==> src/rtl/handshake_pkg.sv <==
// Shared definitions for the command-out four-phase handshake block:
// register map, STATUS bit positions and FSM states.
package handshake_pkg;

    localparam logic [1:0] ADDR_CMD     = 2'd0;
    localparam logic [1:0] ADDR_STATUS  = 2'd1;
    localparam logic [1:0] ADDR_MASK    = 2'd2;
    localparam logic [1:0] ADDR_TIMEOUT = 2'd3;

    localparam int unsigned STATUS_BUSY     = 0;
    localparam int unsigned STATUS_DONE     = 1;
    localparam int unsigned STATUS_TIMEOUT  = 2;
    localparam int unsigned STATUS_REJECTED = 3;
    localparam int unsigned STATUS_RESP_LSB = 8;

    localparam int unsigned MASK_DONE    = 0;
    localparam int unsigned MASK_TIMEOUT = 1;

    typedef enum logic [1:0] {
        StIdle,
        StReq,
        StRel,
        StDrain
    } state_e;

endpackage

==> src/rtl/handshake_tx_fsm.sv <==
// Four-phase req/ack sequencer: drives out_cmd/out_req, captures the response
// and runs a saturating per-phase timeout counter.
module handshake_tx_fsm
    import handshake_pkg::*;
#(
    parameter int unsigned CMD_W  = 8,
    parameter int unsigned RESP_W = 8,
    parameter int unsigned TO_W   = 16
) (
    input  logic              clk,
    input  logic              reset,
    input  logic              launch,
    input  logic [CMD_W-1:0]  cmd,
    input  logic [TO_W-1:0]   timeout_limit,
    input  logic              in_ack,
    input  logic [RESP_W-1:0] in_resp,
    output logic [CMD_W-1:0]  out_cmd,
    output logic              out_req,
    output logic [RESP_W-1:0] resp,
    output logic              busy,
    output logic              done_set,
    output logic              timeout_set
);

    state_e            state_q, state_d;
    logic [TO_W-1:0]   cnt_q, cnt_d, cnt_sat;
    logic [CMD_W-1:0]  cmd_q, cmd_d;
    logic [RESP_W-1:0] resp_q, resp_d;
    logic              req_q, req_d;
    logic              expire;

    assign cnt_sat = (cnt_q == '1) ? cnt_q : cnt_q + 1'b1;
    // Counts the current cycle, compared against the live limit so edits apply at once.
    assign expire  = (timeout_limit != '0) &&
                     (({1'b0, cnt_q} + (TO_W+1)'(1)) >= {1'b0, timeout_limit});

    always_comb begin
        state_d     = state_q;
        cnt_d       = cnt_q;
        cmd_d       = cmd_q;
        resp_d      = resp_q;
        req_d       = req_q;
        done_set    = 1'b0;
        timeout_set = 1'b0;
        case (state_q)
            StIdle: begin
                if (launch) begin
                    cmd_d   = cmd;
                    req_d   = 1'b1;
                    cnt_d   = '0;
                    state_d = StReq;
                end
            end
            StReq: begin
                if (in_ack) begin
                    resp_d  = in_resp;
                    req_d   = 1'b0;
                    cnt_d   = '0;
                    state_d = StRel;
                end else if (expire) begin
                    req_d       = 1'b0;
                    timeout_set = 1'b1;
                    state_d     = StDrain;
                end else begin
                    cnt_d = cnt_sat;
                end
            end
            StRel: begin
                if (!in_ack) begin
                    done_set = 1'b1;
                    state_d  = StIdle;
                end else if (expire) begin
                    timeout_set = 1'b1;
                    state_d     = StDrain;
                end else begin
                    cnt_d = cnt_sat;
                end
            end
            StDrain: begin
                if (!in_ack) begin
                    state_d = StIdle;
                end
            end
            default: state_d = StIdle;
        endcase
    end

    always_ff @(posedge clk or posedge reset) begin
        if (reset) begin
            state_q <= StIdle;
            cnt_q   <= '0;
            cmd_q   <= '0;
            resp_q  <= '0;
            req_q   <= 1'b0;
        end else begin
            state_q <= state_d;
            cnt_q   <= cnt_d;
            cmd_q   <= cmd_d;
            resp_q  <= resp_d;
            req_q   <= req_d;
        end
    end

    assign out_cmd = cmd_q;
    assign out_req = req_q;
    assign resp    = resp_q;
    assign busy    = (state_q != StIdle);

endmodule

==> src/rtl/handshake_tx.sv <==
// Avalon-MM slave that issues software commands to the fabric over a four-phase
// handshake; holds the register file, registered read mux and interrupt.
module handshake_tx
    import handshake_pkg::*;
#(
    parameter int unsigned CMD_W  = 8,
    parameter int unsigned RESP_W = 8,
    parameter int unsigned TO_W   = 16
) (
    input  logic              clk,
    input  logic              reset,
    input  logic [1:0]        address,
    input  logic              chipselect,
    input  logic              write_n,
    input  logic [31:0]       writedata,
    output logic [31:0]       readdata,
    output logic              irq,
    output logic [CMD_W-1:0]  out_cmd,
    output logic              out_req,
    input  logic              in_ack,
    input  logic [RESP_W-1:0] in_resp
);

    logic              wr, wr_cmd, wr_status, wr_mask, wr_to;
    logic              launch, busy, done_set, timeout_set;
    logic [RESP_W-1:0] resp;
    logic              done_q, done_d;
    logic              timeout_q, timeout_d;
    logic              rejected_q, rejected_d;
    logic [1:0]        mask_q, mask_d;
    logic [TO_W-1:0]   to_q, to_d;
    logic [31:0]       rd_mux, readdata_q;

    assign wr        = chipselect & ~write_n;
    assign wr_cmd    = wr && (address == ADDR_CMD);
    assign wr_status = wr && (address == ADDR_STATUS);
    assign wr_mask   = wr && (address == ADDR_MASK);
    assign wr_to     = wr && (address == ADDR_TIMEOUT);
    assign launch    = wr_cmd && !busy;

    handshake_tx_fsm #(
        .CMD_W  (CMD_W),
        .RESP_W (RESP_W),
        .TO_W   (TO_W)
    ) u_fsm (
        .clk           (clk),
        .reset         (reset),
        .launch        (launch),
        .cmd           (writedata[CMD_W-1:0]),
        .timeout_limit (to_q),
        .in_ack        (in_ack),
        .in_resp       (in_resp),
        .out_cmd       (out_cmd),
        .out_req       (out_req),
        .resp          (resp),
        .busy          (busy),
        .done_set      (done_set),
        .timeout_set   (timeout_set)
    );

    // Hardware set takes priority over a same-cycle write-1-to-clear.
    always_comb begin
        done_d     = done_set | (done_q &
                     ~(wr_status & writedata[STATUS_DONE]));
        timeout_d  = timeout_set | (timeout_q &
                     ~(wr_status & writedata[STATUS_TIMEOUT]));
        rejected_d = (wr_cmd & busy) | (rejected_q &
                     ~(wr_status & writedata[STATUS_REJECTED]));
        mask_d     = wr_mask ? writedata[1:0] : mask_q;
        to_d       = wr_to ? writedata[TO_W-1:0] : to_q;
    end

    always_comb begin
        rd_mux = '0;
        case (address)
            ADDR_CMD: rd_mux[CMD_W-1:0] = out_cmd;
            ADDR_STATUS: begin
                rd_mux[STATUS_BUSY]                = busy;
                rd_mux[STATUS_DONE]                = done_q;
                rd_mux[STATUS_TIMEOUT]             = timeout_q;
                rd_mux[STATUS_REJECTED]            = rejected_q;
                rd_mux[STATUS_RESP_LSB +: RESP_W]  = resp;
            end
            ADDR_MASK:    rd_mux[1:0] = mask_q;
            ADDR_TIMEOUT: rd_mux[TO_W-1:0] = to_q;
            default:      rd_mux = '0;
        endcase
    end

    always_ff @(posedge clk or posedge reset) begin
        if (reset) begin
            done_q     <= 1'b0;
            timeout_q  <= 1'b0;
            rejected_q <= 1'b0;
            mask_q     <= '0;
            to_q       <= '0;
            readdata_q <= '0;
        end else begin
            done_q     <= done_d;
            timeout_q  <= timeout_d;
            rejected_q <= rejected_d;
            mask_q     <= mask_d;
            to_q       <= to_d;
            readdata_q <= rd_mux;
        end
    end

    assign readdata = readdata_q;
    assign irq      = (timeout_q & mask_q[MASK_TIMEOUT]) | (done_q & mask_q[MASK_DONE]);

endmodule
==> config.mk <==
export PLATFORM = sky130hd
export DESIGN_NAME = handshake_tx
export DESIGN_NICKNAME = d
export VERILOG_FILES = /design/src/rtl/handshake_pkg.sv /design/src/rtl/handshake_tx_fsm.sv /design/src/rtl/handshake_tx.sv
export SDC_FILE = /design/constraint.sdc
export NUM_CORES = 1
export LEC_CHECK = 0
export CELL_PAD_IN_SITES_DETAIL_PLACEMENT = 1
export CELL_PAD_IN_SITES_GLOBAL_PLACEMENT = 1
export CORE_ASPECT_RATIO = 1.5
export CORE_MARGIN = 2
export CORE_UTILIZATION = 41
export CTS_BUF_LIST = sky130_fd_sc_hd__clkbuf_8
export CTS_CLUSTER_DIAMETER = 50
export DETAILED_ROUTE_END_ITERATION = 10
export PLACE_DENSITY_LB_ADDON = 0.1
export SYNTH_ARGS = -nofsm -noshare
export SYNTH_HDL_FRONTEND = slang
export SYNTH_HIERARCHICAL = 1
export SYNTH_SLANG_ARGS = --single-unit
export TNS_END_PERCENT = 100
==> constraint.sdc <==
create_clock -name clk -period 4.5 [get_ports clk]
set_clock_uncertainty 0.05 [all_clocks]
set_input_delay 0.9 -clock clk [delete_from_list [all_inputs] [get_ports clk]]
set_output_delay 0.9 -clock clk [all_outputs]
set_load 0.02 [all_outputs]
==> Word level (Yosys, flattened, before mapping) <==
Index checks and enable logic that the tools add are counted.
{ "word_totals": {"reg_bits": 72} }
{ "classes": {"n_addsub": 2, "n_lt_le_gt_ge": 1, "n_eq_ne": 11, "mux": 26, "bitwise_logic": 18, "reduce_logical": 18} }
{ "op_table": {"columns": ["operator", "n"], "rows": [
  ["2-to-1 mux 16 bit", 5],
  ["case mux 16 bit (3 select lines)", 1],
  ["adder 16 x 1 -> 17 bit, second input constant", 1],
  ["greater-or-equal comparator 17 x 16 -> 1 bit", 1],
  ["adder 16 x 1 -> 16 bit, second input constant", 1],
  ["equality test 16 bit, second input constant", 1],
  ["case mux 2 bit (4 select lines)", 2],
  ["case mux 8 bit (2 select lines)", 1],
  ["nonzero test 16 bit", 1],
  ["bitwise AND 1 bit", 10],
  ["2-to-1 mux 2 bit", 5],
  ["equality test 2 bit, second input constant", 4],
  ["2-to-1 mux 1 bit", 8],
  ["case mux 4 bit (2 select lines)", 1],
  ["logical AND 1 bit", 6],
  ["!= test 2 bit, second input constant", 3],
  ["case mux 2 bit (3 select lines)", 1],
  ["AND reduction 2 bit", 3],
  ["AND reduction 3 bit", 2],
  ["equality test 2 x 1 -> 1 bit, second input constant", 2],
  ["logical NOT 2 bit", 2],
  ["inverter 1 bit", 4],
  ["OR 1 bit", 4],
  ["case mux 1 bit (2 select lines)", 2],
  ["other kinds (4)", 5]
]} }

==> Depth between registers and ports, before layout <==
Gate-level depths: netlist of run 1.
{ "depth": {"depth_word": 7, "mapped_depth": 13, "mapped_depth_nobuf": 13} }

==> Hierarchy <==
Netlist of run 1, hierarchy kept.
{ "modules_own_cells": {"columns": ["mod", "n_inst", "cells_per_inst", "area_each_um2", "seq_area_each_um2"], "rows": [
  ["handshake_tx_fsm", 1, 264, 2476.1, 875.8],
  ["handshake_tx", 1, 140, 1754.2, 925.9]
]} }

==> Least setup slack after synthesis of run 1 <==
No wires, ideal clock.
{ "synth_timing": {"kind": "register -> register", "from": "register u_fsm.cnt_q[0]", "to": "register u_fsm.cnt_q[10]", "setup_time_ns": 0.122, "t_arrival_ns": 3.357, "required_time_ns": 4.328, "setup_slack_ns": 0.971, "path_stages_with_launch": 13, "period_less_slack_ns": 3.529, "cell_sequence": "dfrtp_1 -> ha_1 -> nand3_1 -> nor3_1 -> and4_1 -> xor2_1 -> ha_1 -> a21o_1 -> a21oi_1 -> a41oi_2 -> or3_1 -> clkbuf_1 -> a32o_1"} }
{ "synth_via": {"elab_chain_cells": 6, "word_cells_on_any_way": 10} }
{ "synth_lines": {"columns": ["element", "line_no", "rtl"], "rows": [
  ["from (decl)", "handshake_tx_fsm.sv:26", "logic [TO_W-1:0] cnt_q, cnt_d, cnt_sat;"],
  ["from (signal assigned)", "handshake_tx_fsm.sv:97", "cnt_q <= cnt_d;"],
  ["adder 16 x 1 -> 17 bit", "handshake_tx_fsm.sv:35", "(({1'b0, cnt_q} + (TO_W+1)'(1)) >= {1'b0, timeout_limit});"],
  ["greater-or-equal comparator 17 x 16 -> 1 bit", "handshake_tx_fsm.sv:35", null],
  ["logical AND 1 bit", "handshake_tx_fsm.sv:34", "assign expire = (timeout_limit != '0) &&"],
  ["2-to-1 mux 16 bit (*)", "handshake_tx_fsm.sv:60, handshake_tx_fsm.sv:72", null],
  ["2-to-1 mux 16 bit (on tied branches)", "handshake_tx_fsm.sv:69, handshake_tx_fsm.sv:55", null],
  ["case mux 16 bit (3 select lines) (*)", "handshake_tx_fsm.sv:45", "case (state_q)"]
]} }
Every way passes the cells marked *; elsewhere a longest branch is shown, timed or not. The select of a mux whose other input is x is not followed.
A chain may end at the register's enable or synchronous reset.

==> Final worst setup path of run 1 <==
{ "layout_timing": {"from": "register u_fsm.cnt_q[0]", "to": "register u_fsm.cnt_q[5]"} }
Same word-level chain as after synthesis.

==> impl_results.html, run 1 <==
<table>
<tr><th>Metric</th><th>Value</th></tr>
<tr><th colspan="2">Setup path</th></tr>
<tr><td>Data arrival time of the worst path</td><td>4210 ps</td></tr>
<tr><td>Reg-to-reg endpoint</td><td>u_fsm/cnt_q[5]</td></tr>
<tr><td>Category of the critical setup timing path</td><td>reg -&gt; reg</td></tr>
<tr><td>Sequence of cells on the critical path</td><td>ha_1 -&gt; nand3_1 -&gt; nor3_1 -&gt; and4_1 -&gt; xor2_1 -&gt; ha_1 -&gt; a21o_1 -&gt; a21oi_1 -&gt; a41oi_2 -&gt; or3_1 -&gt; a32o_1</td></tr>
<tr><td>Delay contributed by the slowest stage of the critical path</td><td>590 ps</td></tr>
<tr><td>Path depth of the worst reg2reg path</td><td>11</td></tr>
<tr><td>Cell repeated most along the worst path</td><td>sky130_fd_sc_hd__ha_1</td></tr>
<tr><td>Required @ worst endpoint</td><td>4690 ps</td></tr>
<tr><td>Flop2flop setup slack</td><td>480 ps</td></tr>
<tr><td>Kind of start point of the critical path</td><td>flop</td></tr>
<tr><td>Nature of the critical path endpoint</td><td>flop</td></tr>
<tr><td>Peak fanout along the critical path</td><td>10</td></tr>
<tr><td>Startpoint of the worst-slack reg-to-reg timing path</td><td>u_fsm/cnt_q[0]</td></tr>
<tr><td>Cell with the biggest individual delay on the critical path</td><td>sky130_fd_sc_hd__or3_1</td></tr>
<tr><th colspan="2">CTS</th></tr>
<tr><td>Number of setup buffers added after CTS</td><td>0</td></tr>
<tr><td>CTS sink count</td><td>72</td></tr>
<tr><td>Post-CTS Resized</td><td>0</td></tr>
<tr><td>Clock transition at the registers of the reported paths</td><td>80 ps</td></tr>
<tr><td>Number of buffers added by the clock tree synthesis step</td><td>9</td></tr>
<tr><td>CTS root buf</td><td>sky130_fd_sc_hd__clkbuf_8</td></tr>
<tr><td>Clock Tree Buf Depth</td><td>2</td></tr>
<tr><td>Hold bufs inserted after CTS</td><td>0</td></tr>
<tr><td>TritonCTS clock tree</td><td>yes</td></tr>
<tr><td>H-tree lvl count</td><td>3</td></tr>
<tr><td>Clk_lat worst skew</td><td>360 ps</td></tr>
<tr><th colspan="2">Synth</th></tr>
<tr><td>Average size of a mapped cell</td><td>10.5 sq um</td></tr>
<tr><td>Synthesis Warnings</td><td>6</td></tr>
<tr><td>Cell type with the largest total area after synthesis</td><td>sky130_fd_sc_hd__dfrtp_1</td></tr>
<tr><td>Gate count of the mapped netlist</td><td>404</td></tr>
<tr><td>Post-synth cell types</td><td>51</td></tr>
<tr><td>Post-synth top area share</td><td>0.426</td></tr>
<tr><td>Number of synthesized register bits</td><td>72</td></tr>
<tr><td>Sequential share of the synthesized area</td><td>0.426</td></tr>
<tr><td>Top post-synthesis cells by area</td><td>sky130_fd_sc_hd__dfrtp_1 43%, sky130_fd_sc_hd__ha_1 8.6%, sky130_fd_sc_hd__mux2_2 6.4%, sky130_fd_sc_hd__mux2_4 3.5%, sky130_fd_sc_hd__buf_4 3.0%</td></tr>
<tr><td>Post-Syn Area</td><td>4230 sq um</td></tr>
<tr><th colspan="2">Finish</th></tr>
<tr><td>Total Nets Final</td><td>536</td></tr>
<tr><td>Number of filler cells placed in the layout</td><td>1148</td></tr>
<tr><td>Share of final-layout standard cells stronger than drive strength 1</td><td>0.131</td></tr>
<tr><td>Layout overhead on the synthesized area</td><td>19.5%</td></tr>
<tr><td>Antenna diode instance count</td><td>0</td></tr>
<tr><td>Post-layout util</td><td>0.501</td></tr>
<tr><td>Area of the multi-input gates</td><td>2170 sq um</td></tr>
<tr><td>Sequential cell area</td><td>1800 sq um</td></tr>
<tr><td>Post-route cell area</td><td>5050 sq um</td></tr>
<tr><th colspan="2">Timing</th></tr>
<tr><td>Worst slew margin relative to its limit</td><td>0.296</td></tr>
<tr><td>Setup_tns</td><td>0 ps</td></tr>
<tr><td>Highest Clock Rate</td><td>249 MHz</td></tr>
<tr><td>Max-slew violations</td><td>0</td></tr>
<tr><td>RSZ-0062 raised after global routing</td><td>no</td></tr>
<tr><td>Final hold violation count</td><td>0</td></tr>
<tr><td>Final setup fails</td><td>0</td></tr>
<tr><td>Period utilization</td><td>0.894</td></tr>
<tr><td>Worst-margin pin slew</td><td>1050 ps</td></tr>
<tr><td>Shortest clock period the worst path allows after layout</td><td>4020 ps</td></tr>
<tr><th colspan="2">Floorplan</th></tr>
<tr><td>Die area</td><td>11200 sq um</td></tr>
<tr><td>IO Pins</td><td>89</td></tr>
<tr><td>Starting Density</td><td>0.420</td></tr>
<tr><td>Chip Height</td><td>128 microns</td></tr>
<tr><td>Chip Width</td><td>86.9 microns</td></tr>
<tr><td>Row Count</td><td>45</td></tr>
<tr><td>Area of the placeable core</td><td>10100 sq um</td></tr>
<tr><th colspan="2">Placed design</th></tr>
<tr><td>Number of input and output port buffers inserted</td><td>56</td></tr>
<tr><td>Routability cong.</td><td>0.813</td></tr>
<tr><td>HPWL reported at the end of detailed placement</td><td>8.39 mm</td></tr>
<tr><td>Placement Cell Area</td><td>4840 sq um</td></tr>
<tr><th colspan="2">Outcome</th></tr>
<tr><td>Outcome</td><td>completed</td></tr>
<tr><th colspan="2">Route</th></tr>
<tr><td>Avg WL per Cell</td><td>19.0 microns</td></tr>
<tr><td>Initial DRC Count</td><td>64</td></tr>
<tr><td>Total detailed-routing wirelength</td><td>11.0 mm</td></tr>
<tr><td>DRT antenna net count</td><td>0</td></tr>
<tr><td>Count of TritonRoute iterations in the first routing pass</td><td>4</td></tr>
<tr><td>Number of vias in the routed layout</td><td>3268</td></tr>
<tr><td>DRC violation count after routing</td><td>0</td></tr>
<tr><td>Via density</td><td>5.62</td></tr>
<tr><th colspan="2">Pwr</th></tr>
<tr><td>Leak pwr</td><td>2.36 nW</td></tr>
<tr><td>Power density over the cells</td><td>471 nW/um^2</td></tr>
<tr><td>Worst vdd rail ir drop</td><td>0.000260 V</td></tr>
<tr><th colspan="2">GRT</th></tr>
<tr><td>Number of global-route vias before repair</td><td>3607</td></tr>
<tr><td>GRT Residual Overflow</td><td>0</td></tr>
<tr><td>Largest net degree at the start of global routing</td><td>29</td></tr>
<tr><td>GRT Util Overall</td><td>0.214</td></tr>
<tr><td>Initial antenna violation count</td><td>0</td></tr>
<tr><td>Wire length of the first global-routing pass</td><td>18.4 mm</td></tr>
<tr><th colspan="2">Worst hold path</th></tr>
<tr><td>Hold path endpoint</td><td>u_fsm/resp[6]</td></tr>
<tr><td>Path type of the worst min-delay path</td><td>reg -&gt; reg</td></tr>
<tr><td>Hold path cells</td><td>1</td></tr>
<tr><td>Hold path startpoint</td><td>u_fsm/resp[6]</td></tr>
<tr><th colspan="2">Job</th></tr>
<tr><td>Max Cap Viol</td><td>0</td></tr>
</table>
## layout make-up
type                            count  area share
Timing Repair Buffer               62       0.120
Tap cell                          117      0.0290
Clock inverter                      6      0.0183
Inverter                           29      0.0215
Clock buffer                        9      0.0245
Multi-Input combinational cell    286       0.430
Sequential cell                    72       0.357
## placed cells by master (no fill, tap or decap), drive strengths merged, types with 5 or more instances in the layout
cell type      count
a21o               5
a21oi             19
a22oi              9
a31oi              9
a32o               8
and4               5
buf                6
clkbuf             9
clkdlybuf4s50     56
conb              16
dfrtp             72
ha                29
inv               30
mux2              34
nand2             20
nand3             11
nand4              7
nand4b             5
nor2              30
nor3               7
o211ai             8
o21ai              8
xnor2              7
xor2               7
## through the flow
stage	cells	setup WS, ps	hold slack [ps]	power (W)
2_1_floorplan	419	971	415	0.00148
3_3_place_gp	566	584	436	0.00178
3_5_place_dp	566	531	448	0.00182
4_1_cts	581	488	466	0.00241
5_1_grt	581	217	489	0.00254
6_report	581	476	466	0.00238
## worst max-delay path by stage
stage,from,to,slack [ps],depth (start not counted)
floorplan,u_fsm/cnt_q[0],u_fsm/cnt_q[10],970,12
global placement,u_fsm/cnt_q[0],u_fsm/cnt_q[10],580,11
detailed placement,u_fsm/cnt_q[0],u_fsm/cnt_q[5],530,11
CTS,u_fsm/cnt_q[0],u_fsm/cnt_q[5],490,11
global route,u_fsm/cnt_q[0],u_fsm/cnt_q[5],220,11
finish,u_fsm/cnt_q[0],u_fsm/cnt_q[5],480,11
## metal layers
metal  vias up  GRT usage  wire length (microns)
li1       1542          -                      -
met1      1659      0.262                   4630
met2        55      0.377                   5980
met3        12     0.0398                    291
met4         0     0.0689                    137
met5         -          0                      0
## registers in the layout, indices dropped and copies added (netlist names), 2 cells and up
register / flops
readdata: 16
u_fsm/state_q: 2
u_fsm/cnt_q: 16
mask_q: 2
u_fsm/resp: 8
to_q: 16
u_fsm/out_cmd: 8
## worst max-delay path: cells and delay by family (launching register included)
| kind | cells | cell delay (ps) |
|---|---|---|
| XOR/XNOR | 1 | 230 |
| adder cells (fa/ha/maj) | 2 | 590 |
| AND/OR/NAND/NOR | 4 | 1450 |
| AO/OA/AOI/OAI | 4 | 1110 |
| flip-flops | 1 | 470 |
## synth_stat cells, drive strengths merged
cell and instances:
dfrtp 72, mux2 34, nor2 30, ha 29
inv 29, buf 21, nand2 20, a21oi 19
clkbuf 11, nand3 11, a22oi 9, a31oi 9
a32o 8, o211ai 8, o21ai 8, nand4 7
nor3 7, xnor2 7, xor2 7, a21o 5
and4 5, nand4b 5, a222oi 4, and3 4
mux2i 4, nor2b 4, nor4 4, nand3b 3
nand2b 2, o311a 2, o311ai 2, or3 2
a221o 1, a22o 1, a31o 1, a41oi 1
and2 1, and3b 1, conb 1, nor3b 1
o2111a 1, o21a 1, or2 1, or4 1
## where the power goes
part	leakage, nW	switching (W)	internal (W)
clock	0.102	0.000265	0.000312
sequential	0.922	0.000142	0.000806
combinational	1.34	0.000459	0.000396
total	2.36	0.000866	0.00151
## kinds of logic after synthesis
kind of cell | count (synthesis) | synth area share
other | 1 | 0.000886
buffers and inverters | 61 | 0.0733
DFF | 72 | 0.426
muxes | 38 | 0.109
and+or+nand+nor | 109 | 0.139
adders and majority gates | 29 | 0.0858
AOI/OAI and AO/OA | 80 | 0.137
xor gates and xnor gates | 14 | 0.0290
No activity file was read; power rests on OpenSTA's default activity.
==> run 2: changes to the inputs <==
--- a/config.mk
+++ b/config.mk
@@ -13,6 +13,7 @@
 export CTS_BUF_LIST = sky130_fd_sc_hd__clkbuf_8
 export CTS_CLUSTER_DIAMETER = 50
 export DETAILED_ROUTE_END_ITERATION = 10
+export MAX_ROUTING_LAYER = met4
 export PLACE_DENSITY_LB_ADDON = 0.1
 export SYNTH_ARGS = -nofsm -noshare
 export SYNTH_HDL_FRONTEND = slang
==> impl_results.html, run 2 (same netlist as run 1, synthesis figures left out) <==
<table>
<tr><th>Metric</th><th>Value</th></tr>
<tr><th colspan="2">GRT</th></tr>
<tr><td>Wire length of the first global-routing pass</td><td>18.4 mm</td></tr>
<tr><td>Met1 Resource Use GR</td><td>0.263</td></tr>
<tr><td>Initial antenna violation count</td><td>0</td></tr>
<tr><td>Number of global-route vias before repair</td><td>3609</td></tr>
<tr><td>Routing layer with the top usage in global route</td><td>met2</td></tr>
<tr><td>Met2 capacity usage during global routing</td><td>0.377</td></tr>
<tr><td>Largest net degree at the start of global routing</td><td>29</td></tr>
<tr><td>GRT Util Overall</td><td>0.221</td></tr>
<tr><td>GRT Residual Overflow</td><td>0</td></tr>
<tr><td>Global Route met3 Usage</td><td>0.0391</td></tr>
<tr><th colspan="2">Placed design</th></tr>
<tr><td>Setup slack after placement</td><td>531 ps</td></tr>
<tr><td>HPWL reported at the end of detailed placement</td><td>8.39 mm</td></tr>
<tr><td>Routability cong.</td><td>0.825</td></tr>
<tr><td>Number of input and output port buffers inserted</td><td>56</td></tr>
<tr><td>Placement Cell Area</td><td>4840 sq um</td></tr>
<tr><td>Cell count after placement</td><td>566</td></tr>
<tr><th colspan="2">Floorplan</th></tr>
<tr><td>Row Count</td><td>45</td></tr>
<tr><td>Chip Width</td><td>86.9 microns</td></tr>
<tr><td>IO Pins</td><td>89</td></tr>
<tr><td>Die area</td><td>11200 sq um</td></tr>
<tr><td>Area of the placeable core</td><td>10100 sq um</td></tr>
<tr><td>Chip Height</td><td>128 microns</td></tr>
<tr><td>Starting Density</td><td>0.420</td></tr>
<tr><th colspan="2">Route</th></tr>
<tr><td>Count of TritonRoute iterations in the first routing pass</td><td>4</td></tr>
<tr><td>DRC violation count after routing</td><td>0</td></tr>
<tr><td>Avg WL per Cell</td><td>19.0 microns</td></tr>
<tr><td>Initial DRC Count</td><td>81</td></tr>
<tr><td>DRT antenna net count</td><td>0</td></tr>
<tr><td>Via density</td><td>5.66</td></tr>
<tr><td>Total detailed-routing wirelength</td><td>11.0 mm</td></tr>
<tr><td>Number of vias in the routed layout</td><td>3286</td></tr>
<tr><th colspan="2">Finish</th></tr>
<tr><td>Post-route cell area</td><td>5050 sq um</td></tr>
<tr><td>Layout overhead on the synthesized area</td><td>19.5%</td></tr>
<tr><td>Share of final-layout standard cells stronger than drive strength 1</td><td>0.131</td></tr>
<tr><td>Antenna diode instance count</td><td>0</td></tr>
<tr><td>Leading cell types in the layout, fill and taps excluded</td><td>72 x sky130_fd_sc_hd__dfrtp_1, 56 x sky130_fd_sc_hd__clkdlybuf4s50_1, 30 x sky130_fd_sc_hd__nor2_1</td></tr>
<tr><td>Total Nets Final</td><td>536</td></tr>
<tr><td>Number of standard cells in the layout, taps in and fillers out</td><td>581</td></tr>
<tr><td>Number of filler cells placed in the layout</td><td>1148</td></tr>
<tr><td>Most common cell after layout, fill and taps aside</td><td>sky130_fd_sc_hd__dfrtp_1</td></tr>
<tr><th colspan="2">CTS</th></tr>
<tr><td>Number of setup buffers added after CTS</td><td>0</td></tr>
<tr><td>TritonCTS clock tree</td><td>yes</td></tr>
<tr><td>Post-CTS Resized</td><td>0</td></tr>
<tr><td>Clk_lat worst skew</td><td>360 ps</td></tr>
<tr><td>CTS root buf</td><td>sky130_fd_sc_hd__clkbuf_8</td></tr>
<tr><td>Hold bufs inserted after CTS</td><td>0</td></tr>
<tr><td>Clock Tree Buf Depth</td><td>2</td></tr>
<tr><td>Clock transition at the registers of the reported paths</td><td>80 ps</td></tr>
<tr><td>Number of buffers added by the clock tree synthesis step</td><td>9</td></tr>
<tr><td>CTS sink count</td><td>72</td></tr>
<tr><td>H-tree lvl count</td><td>3</td></tr>
<tr><th colspan="2">Setup path</th></tr>
<tr><td>Nature of the critical path endpoint</td><td>flop</td></tr>
<tr><td>Category of the critical setup timing path</td><td>reg -&gt; reg</td></tr>
<tr><td>Data arrival time of the worst path</td><td>4210 ps</td></tr>
<tr><td>Peak fanout along the critical path</td><td>10</td></tr>
<tr><td>Required @ worst endpoint</td><td>4690 ps</td></tr>
<tr><td>Kind of start point of the critical path</td><td>flop</td></tr>
<tr><th colspan="2">Pwr</th></tr>
<tr><td>Power density over the cells</td><td>471 nW/um^2</td></tr>
<tr><td>Worst vdd rail ir drop</td><td>0.000260 V</td></tr>
<tr><td>Leak pwr</td><td>2.36 nW</td></tr>
<tr><th colspan="2">Timing</th></tr>
<tr><td>Highest Clock Rate</td><td>249 MHz</td></tr>
<tr><td>Minimum hold slack</td><td>467 ps</td></tr>
<tr><td>Worst slew margin relative to its limit</td><td>0.307</td></tr>
<tr><td>Final worst-path setup slack</td><td>477 ps</td></tr>
<tr><td>Max-slew violations</td><td>0</td></tr>
<tr><td>RSZ-0062 raised after global routing</td><td>no</td></tr>
<tr><td>Worst-margin pin slew</td><td>1040 ps</td></tr>
<tr><td>Final hold violation count</td><td>0</td></tr>
<tr><td>Shortest clock period the worst path allows after layout</td><td>4020 ps</td></tr>
<tr><td>Final setup fails</td><td>0</td></tr>
<tr><td>Setup_tns</td><td>0 ps</td></tr>
<tr><td>Period utilization</td><td>0.894</td></tr>
<tr><th colspan="2">Worst hold path</th></tr>
<tr><td>Path type of the worst min-delay path</td><td>reg -&gt; reg</td></tr>
<tr><th colspan="2">Job</th></tr>
<tr><td>Max Cap Viol</td><td>0</td></tr>
<tr><th colspan="2">Outcome</th></tr>
<tr><td>Outcome</td><td>completed</td></tr>
</table>
==> run 2: where the power goes <==
part           total, W  switching, W  internal (W)
clock network  0.000578      0.000266      0.000312
registers      0.000947      0.000142      0.000806
logic          0.000855      0.000459      0.000396
==> run 2: path summary, 6_finish.rpt <==
path	start	endpoint	slack (ps)	depth (start not counted)
setup / recovery	u_fsm/cnt_q[0]	u_fsm/cnt_q[5]	480	11
hold / removal	u_fsm/resp[6]	u_fsm/resp[6]	470	1
setup reg to reg	u_fsm/cnt_q[0]	u_fsm/cnt_q[5]	480	11
hold reg to reg	u_fsm/resp[6]	u_fsm/resp[6]	470	1
max in group asynchronous	reset	readdata[7]	2590	3
min in group asynchronous	reset	u_fsm/out_cmd[2]	980	2
==> run 2: metrics by stage <==
step	power (W)	util
floorplan	0.00148	-
global placement	0.00178	0.480
detailed placement	0.00182	0.480
CTS	0.00241	0.501
global route	0.00254	0.501
finish	0.00238	0.501
==> run 2: area by class of cell <==
class	count	area (sq um)	share of cell area
tap	117	146	0.0290
inverter	29	109	0.0215
clock buffer	9	124	0.0245
multi-input combinational	286	2170	0.430
timing repair buffer	62	606	0.120
clock inverter	6	92.6	0.0183
sequential	72	1800	0.357
==> run 2: routing by layer <==
layer,routed length [microns],vias to the layer above
met5,0,-
met4,141,0
met3,300,13
met2,5970,57
met1,4610,1676
li1,-,1540
==> run 2: worst max-delay path, cell delays in order (launching register included) <==
cell and delay, ps:
sky130_fd_sc_hd__dfrtp_1 470, sky130_fd_sc_hd__ha_1 310, sky130_fd_sc_hd__nand3_1 230, sky130_fd_sc_hd__nor3_1 320, sky130_fd_sc_hd__and4_1 310, sky130_fd_sc_hd__xor2_1 230, sky130_fd_sc_hd__ha_1 280, sky130_fd_sc_hd__a21o_1 190
sky130_fd_sc_hd__a21oi_1 250, sky130_fd_sc_hd__a41oi_2 370, sky130_fd_sc_hd__or3_1 590, sky130_fd_sc_hd__a32o_1 300
==> run 3: changes to the inputs <==
--- a/config.mk
+++ b/config.mk
@@ -5,10 +5,11 @@
 export SDC_FILE = /design/constraint.sdc
 export NUM_CORES = 1
 export LEC_CHECK = 0
+export CAP_MARGIN = 30
 export CELL_PAD_IN_SITES_DETAIL_PLACEMENT = 1
 export CELL_PAD_IN_SITES_GLOBAL_PLACEMENT = 1
 export CORE_ASPECT_RATIO = 1.5
-export CORE_MARGIN = 2
+export CORE_MARGIN = 1.5
 export CORE_UTILIZATION = 41
 export CTS_BUF_LIST = sky130_fd_sc_hd__clkbuf_8
 export CTS_CLUSTER_DIAMETER = 50
==> impl_results.html, run 3 (same netlist as run 1, synthesis figures left out) <==
<table>
<tr><th>Metric</th><th>Value</th></tr>
<tr><th colspan="2">Finish</th></tr>
<tr><td>Antenna diode instance count</td><td>0</td></tr>
<tr><td>Number of standard cells in the layout, taps in and fillers out</td><td>582</td></tr>
<tr><td>Leading cell types in the layout, fill and taps excluded</td><td>72 x sky130_fd_sc_hd__dfrtp_1, 56 x sky130_fd_sc_hd__clkdlybuf4s50_1, 30 x sky130_fd_sc_hd__nor2_1</td></tr>
<tr><td>Post-layout util</td><td>0.500</td></tr>
<tr><td>Total Nets Final</td><td>536</td></tr>
<tr><td>Post-route cell area</td><td>5040 sq um</td></tr>
<tr><td>Most common cell after layout, fill and taps aside</td><td>sky130_fd_sc_hd__dfrtp_1</td></tr>
<tr><td>Number of filler cells placed in the layout</td><td>1130</td></tr>
<tr><td>Share of final-layout standard cells stronger than drive strength 1</td><td>0.133</td></tr>
<tr><td>Layout overhead on the synthesized area</td><td>19.2%</td></tr>
<tr><th colspan="2">Setup path</th></tr>
<tr><td>Reg-to-reg endpoint</td><td>u_fsm/cnt_q[10]</td></tr>
<tr><td>Peak fanout along the critical path</td><td>10</td></tr>
<tr><td>Startpoint of the worst-slack reg-to-reg timing path</td><td>u_fsm/cnt_q[0]</td></tr>
<tr><td>Cell repeated most along the worst path</td><td>sky130_fd_sc_hd__ha_1</td></tr>
<tr><td>Data arrival time of the worst path</td><td>4180 ps</td></tr>
<tr><td>Count of buffering cells on the critical path with inverters included</td><td>0</td></tr>
<tr><td>Category of the critical setup timing path</td><td>reg -&gt; reg</td></tr>
<tr><td>Nature of the critical path endpoint</td><td>flop</td></tr>
<tr><td>Kind of start point of the critical path</td><td>flop</td></tr>
<tr><td>Sequence of cells on the critical path</td><td>ha_1 -&gt; nand3_1 -&gt; nor3_1 -&gt; and4_1 -&gt; xor2_1 -&gt; ha_1 -&gt; a21o_1 -&gt; a21oi_1 -&gt; a41oi_2 -&gt; or3_1 -&gt; a32o_1</td></tr>
<tr><td>Required @ worst endpoint</td><td>4690 ps</td></tr>
<tr><td>Largest delay share family, worst path</td><td>simple AND/OR/NAND/NOR gates</td></tr>
<tr><td>Path depth of the worst reg2reg path</td><td>11</td></tr>
<tr><td>Cell with the biggest individual delay on the critical path</td><td>sky130_fd_sc_hd__or3_1</td></tr>
<tr><td>Delay contributed by the slowest stage of the critical path</td><td>570 ps</td></tr>
<tr><td>Flop2flop setup slack</td><td>500 ps</td></tr>
<tr><th colspan="2">Floorplan</th></tr>
<tr><td>Chip Width</td><td>85.9 microns</td></tr>
<tr><td>Row Count</td><td>45</td></tr>
<tr><td>Starting Density</td><td>0.420</td></tr>
<tr><td>Chip Height</td><td>127 microns</td></tr>
<tr><td>Die area</td><td>10900 sq um</td></tr>
<tr><td>Area of the placeable core</td><td>10100 sq um</td></tr>
<tr><td>IO Pins</td><td>89</td></tr>
<tr><th colspan="2">Pwr</th></tr>
<tr><td>Internal power consumption</td><td>0.00149 W</td></tr>
<tr><td>Power density over the cells</td><td>463 nW/um^2</td></tr>
<tr><td>Clock share of power</td><td>0.230</td></tr>
<tr><td>Switching fraction of total power</td><td>0.364</td></tr>
<tr><td>Worst vdd rail ir drop</td><td>0.000238 V</td></tr>
<tr><td>Combinational fraction of design power</td><td>0.366</td></tr>
<tr><td>Sequential power share</td><td>0.404</td></tr>
<tr><td>Leak pwr</td><td>2.36 nW</td></tr>
<tr><td>Switching power</td><td>0.000850 W</td></tr>
<tr><th colspan="2">Worst hold path</th></tr>
<tr><td>Hold path endpoint</td><td>u_fsm/resp[0]</td></tr>
<tr><td>Hold path cells</td><td>1</td></tr>
<tr><td>Path type of the worst min-delay path</td><td>reg -&gt; reg</td></tr>
<tr><td>Hold path startpoint</td><td>u_fsm/resp[0]</td></tr>
<tr><th colspan="2">GRT</th></tr>
<tr><td>Met1 Resource Use GR</td><td>0.261</td></tr>
<tr><td>GRT Residual Overflow</td><td>0</td></tr>
<tr><td>Largest net degree at the start of global routing</td><td>38</td></tr>
<tr><td>Global Route met3 Usage</td><td>0.0329</td></tr>
<tr><td>Met2 capacity usage during global routing</td><td>0.385</td></tr>
<tr><td>Wire length of the first global-routing pass</td><td>18.2 mm</td></tr>
<tr><td>GRT Util Overall</td><td>0.222</td></tr>
<tr><td>Routing layer with the top usage in global route</td><td>met2</td></tr>
<tr><td>Initial antenna violation count</td><td>0</td></tr>
<tr><td>Number of global-route vias before repair</td><td>3621</td></tr>
<tr><th colspan="2">Timing</th></tr>
<tr><td>Max-slew violations</td><td>0</td></tr>
<tr><td>Setup_tns</td><td>0 ps</td></tr>
<tr><td>Final hold violation count</td><td>0</td></tr>
<tr><td>RSZ-0062 raised after global routing</td><td>no</td></tr>
<tr><td>Minimum hold slack</td><td>466 ps</td></tr>
<tr><td>Worst-margin pin slew</td><td>912 ps</td></tr>
<tr><td>Period utilization</td><td>0.888</td></tr>
<tr><td>Highest Clock Rate</td><td>250 MHz</td></tr>
<tr><td>Final setup fails</td><td>0</td></tr>
<tr><td>Shortest clock period the worst path allows after layout</td><td>4000 ps</td></tr>
<tr><td>Worst slew margin relative to its limit</td><td>0.391</td></tr>
<tr><th colspan="2">CTS</th></tr>
<tr><td>H-tree lvl count</td><td>3</td></tr>
<tr><td>TritonCTS clock tree</td><td>yes</td></tr>
<tr><td>Number of buffers added by the clock tree synthesis step</td><td>9</td></tr>
<tr><td>CTS sink count</td><td>72</td></tr>
<tr><td>Post-CTS Resized</td><td>0</td></tr>
<tr><td>Number of setup buffers added after CTS</td><td>0</td></tr>
<tr><td>CTS root buf</td><td>sky130_fd_sc_hd__clkbuf_8</td></tr>
<tr><td>Hold bufs inserted after CTS</td><td>0</td></tr>
<tr><td>Clock Tree Buf Depth</td><td>2</td></tr>
<tr><td>Clk_lat worst skew</td><td>350 ps</td></tr>
<tr><td>Clock transition at the registers of the reported paths</td><td>80 ps</td></tr>
<tr><th colspan="2">Route</th></tr>
<tr><td>Initial DRC Count</td><td>86</td></tr>
<tr><td>DRC violation count after routing</td><td>0</td></tr>
<tr><td>Via density</td><td>5.60</td></tr>
<tr><td>Number of vias in the routed layout</td><td>3261</td></tr>
<tr><td>Total detailed-routing wirelength</td><td>11.1 mm</td></tr>
<tr><td>DRT antenna net count</td><td>0</td></tr>
<tr><td>Avg WL per Cell</td><td>19.1 microns</td></tr>
<tr><td>Count of TritonRoute iterations in the first routing pass</td><td>4</td></tr>
<tr><th colspan="2">Placed design</th></tr>
<tr><td>Cell count after placement</td><td>566</td></tr>
<tr><td>HPWL reported at the end of detailed placement</td><td>8.41 mm</td></tr>
<tr><td>Routability cong.</td><td>0.814</td></tr>
<tr><td>Placement Cell Area</td><td>4840 sq um</td></tr>
<tr><td>Number of input and output port buffers inserted</td><td>56</td></tr>
<tr><th colspan="2">Outcome</th></tr>
<tr><td>Outcome</td><td>completed</td></tr>
<tr><th colspan="2">Job</th></tr>
<tr><td>Max Cap Viol</td><td>0</td></tr>
</table>
[run 3: worst reg2reg max path, stage by stage (launching register included)]
cell and delay, ps:
sky130_fd_sc_hd__dfrtp_1 480, sky130_fd_sc_hd__ha_1 310, sky130_fd_sc_hd__nand3_1 230, sky130_fd_sc_hd__nor3_1 320, sky130_fd_sc_hd__and4_1 320, sky130_fd_sc_hd__xor2_1 230
sky130_fd_sc_hd__ha_1 290, sky130_fd_sc_hd__a21o_1 180, sky130_fd_sc_hd__a21oi_1 240, sky130_fd_sc_hd__a41oi_2 380, sky130_fd_sc_hd__or3_1 570, sky130_fd_sc_hd__a32o_1 280
[run 3: worst max path at each step]
stage,from,end,slack (ps),depth (start not counted)
floorplan,u_fsm/cnt_q[0],u_fsm/cnt_q[10],970,12
global placement,u_fsm/cnt_q[0],u_fsm/cnt_q[10],590,11
detailed placement,u_fsm/cnt_q[0],u_fsm/cnt_q[6],540,11
CTS,u_fsm/cnt_q[0],u_fsm/cnt_q[6],510,11
global route,u_fsm/cnt_q[0],u_fsm/cnt_q[10],240,11
finish,u_fsm/cnt_q[0],u_fsm/cnt_q[10],500,11
[run 3: cell type report]
cell class / instances / area [sq um] / area share
Clock buffer: 11 / 151 / 0.0300
Clock inverter: 5 / 55.1 / 0.0109
Inverter: 29 / 109 / 0.0216
Multi-Input combinational cell: 286 / 2170 / 0.431
Sequential cell: 72 / 1800 / 0.357
Tap cell: 117 / 146 / 0.0290
Timing Repair Buffer: 62 / 606 / 0.120
[run 3: metrics by stage]
step           setup slack (ps)  total power (W)
3_5_place_dp                543          0.00181
6_report                    502          0.00234
3_3_place_gp                589          0.00178
2_1_floorplan               971          0.00148
5_1_grt                     240          0.00249
4_1_cts                     507          0.00236
[run 3: power by group through the flow]
stage	clock network, W	logic [W]	registers [W]
after floorplan	0	0.000492	0.000990
after global placement	0	0.000830	0.000949
after detailed placement	0	0.000860	0.000953
after CTS	0.000553	0.000863	0.000944
after global routing	0.000574	0.000945	0.000968
final	0.000538	0.000855	0.000944
[run 3: per-layer routing]
metal | share of wire | vias to the layer above
li1 | - | 1551
met4 | 0.022 | 0
met2 | 0.53 | 62
met1 | 0.42 | 1633
met5 | 0 | -
met3 | 0.023 | 15
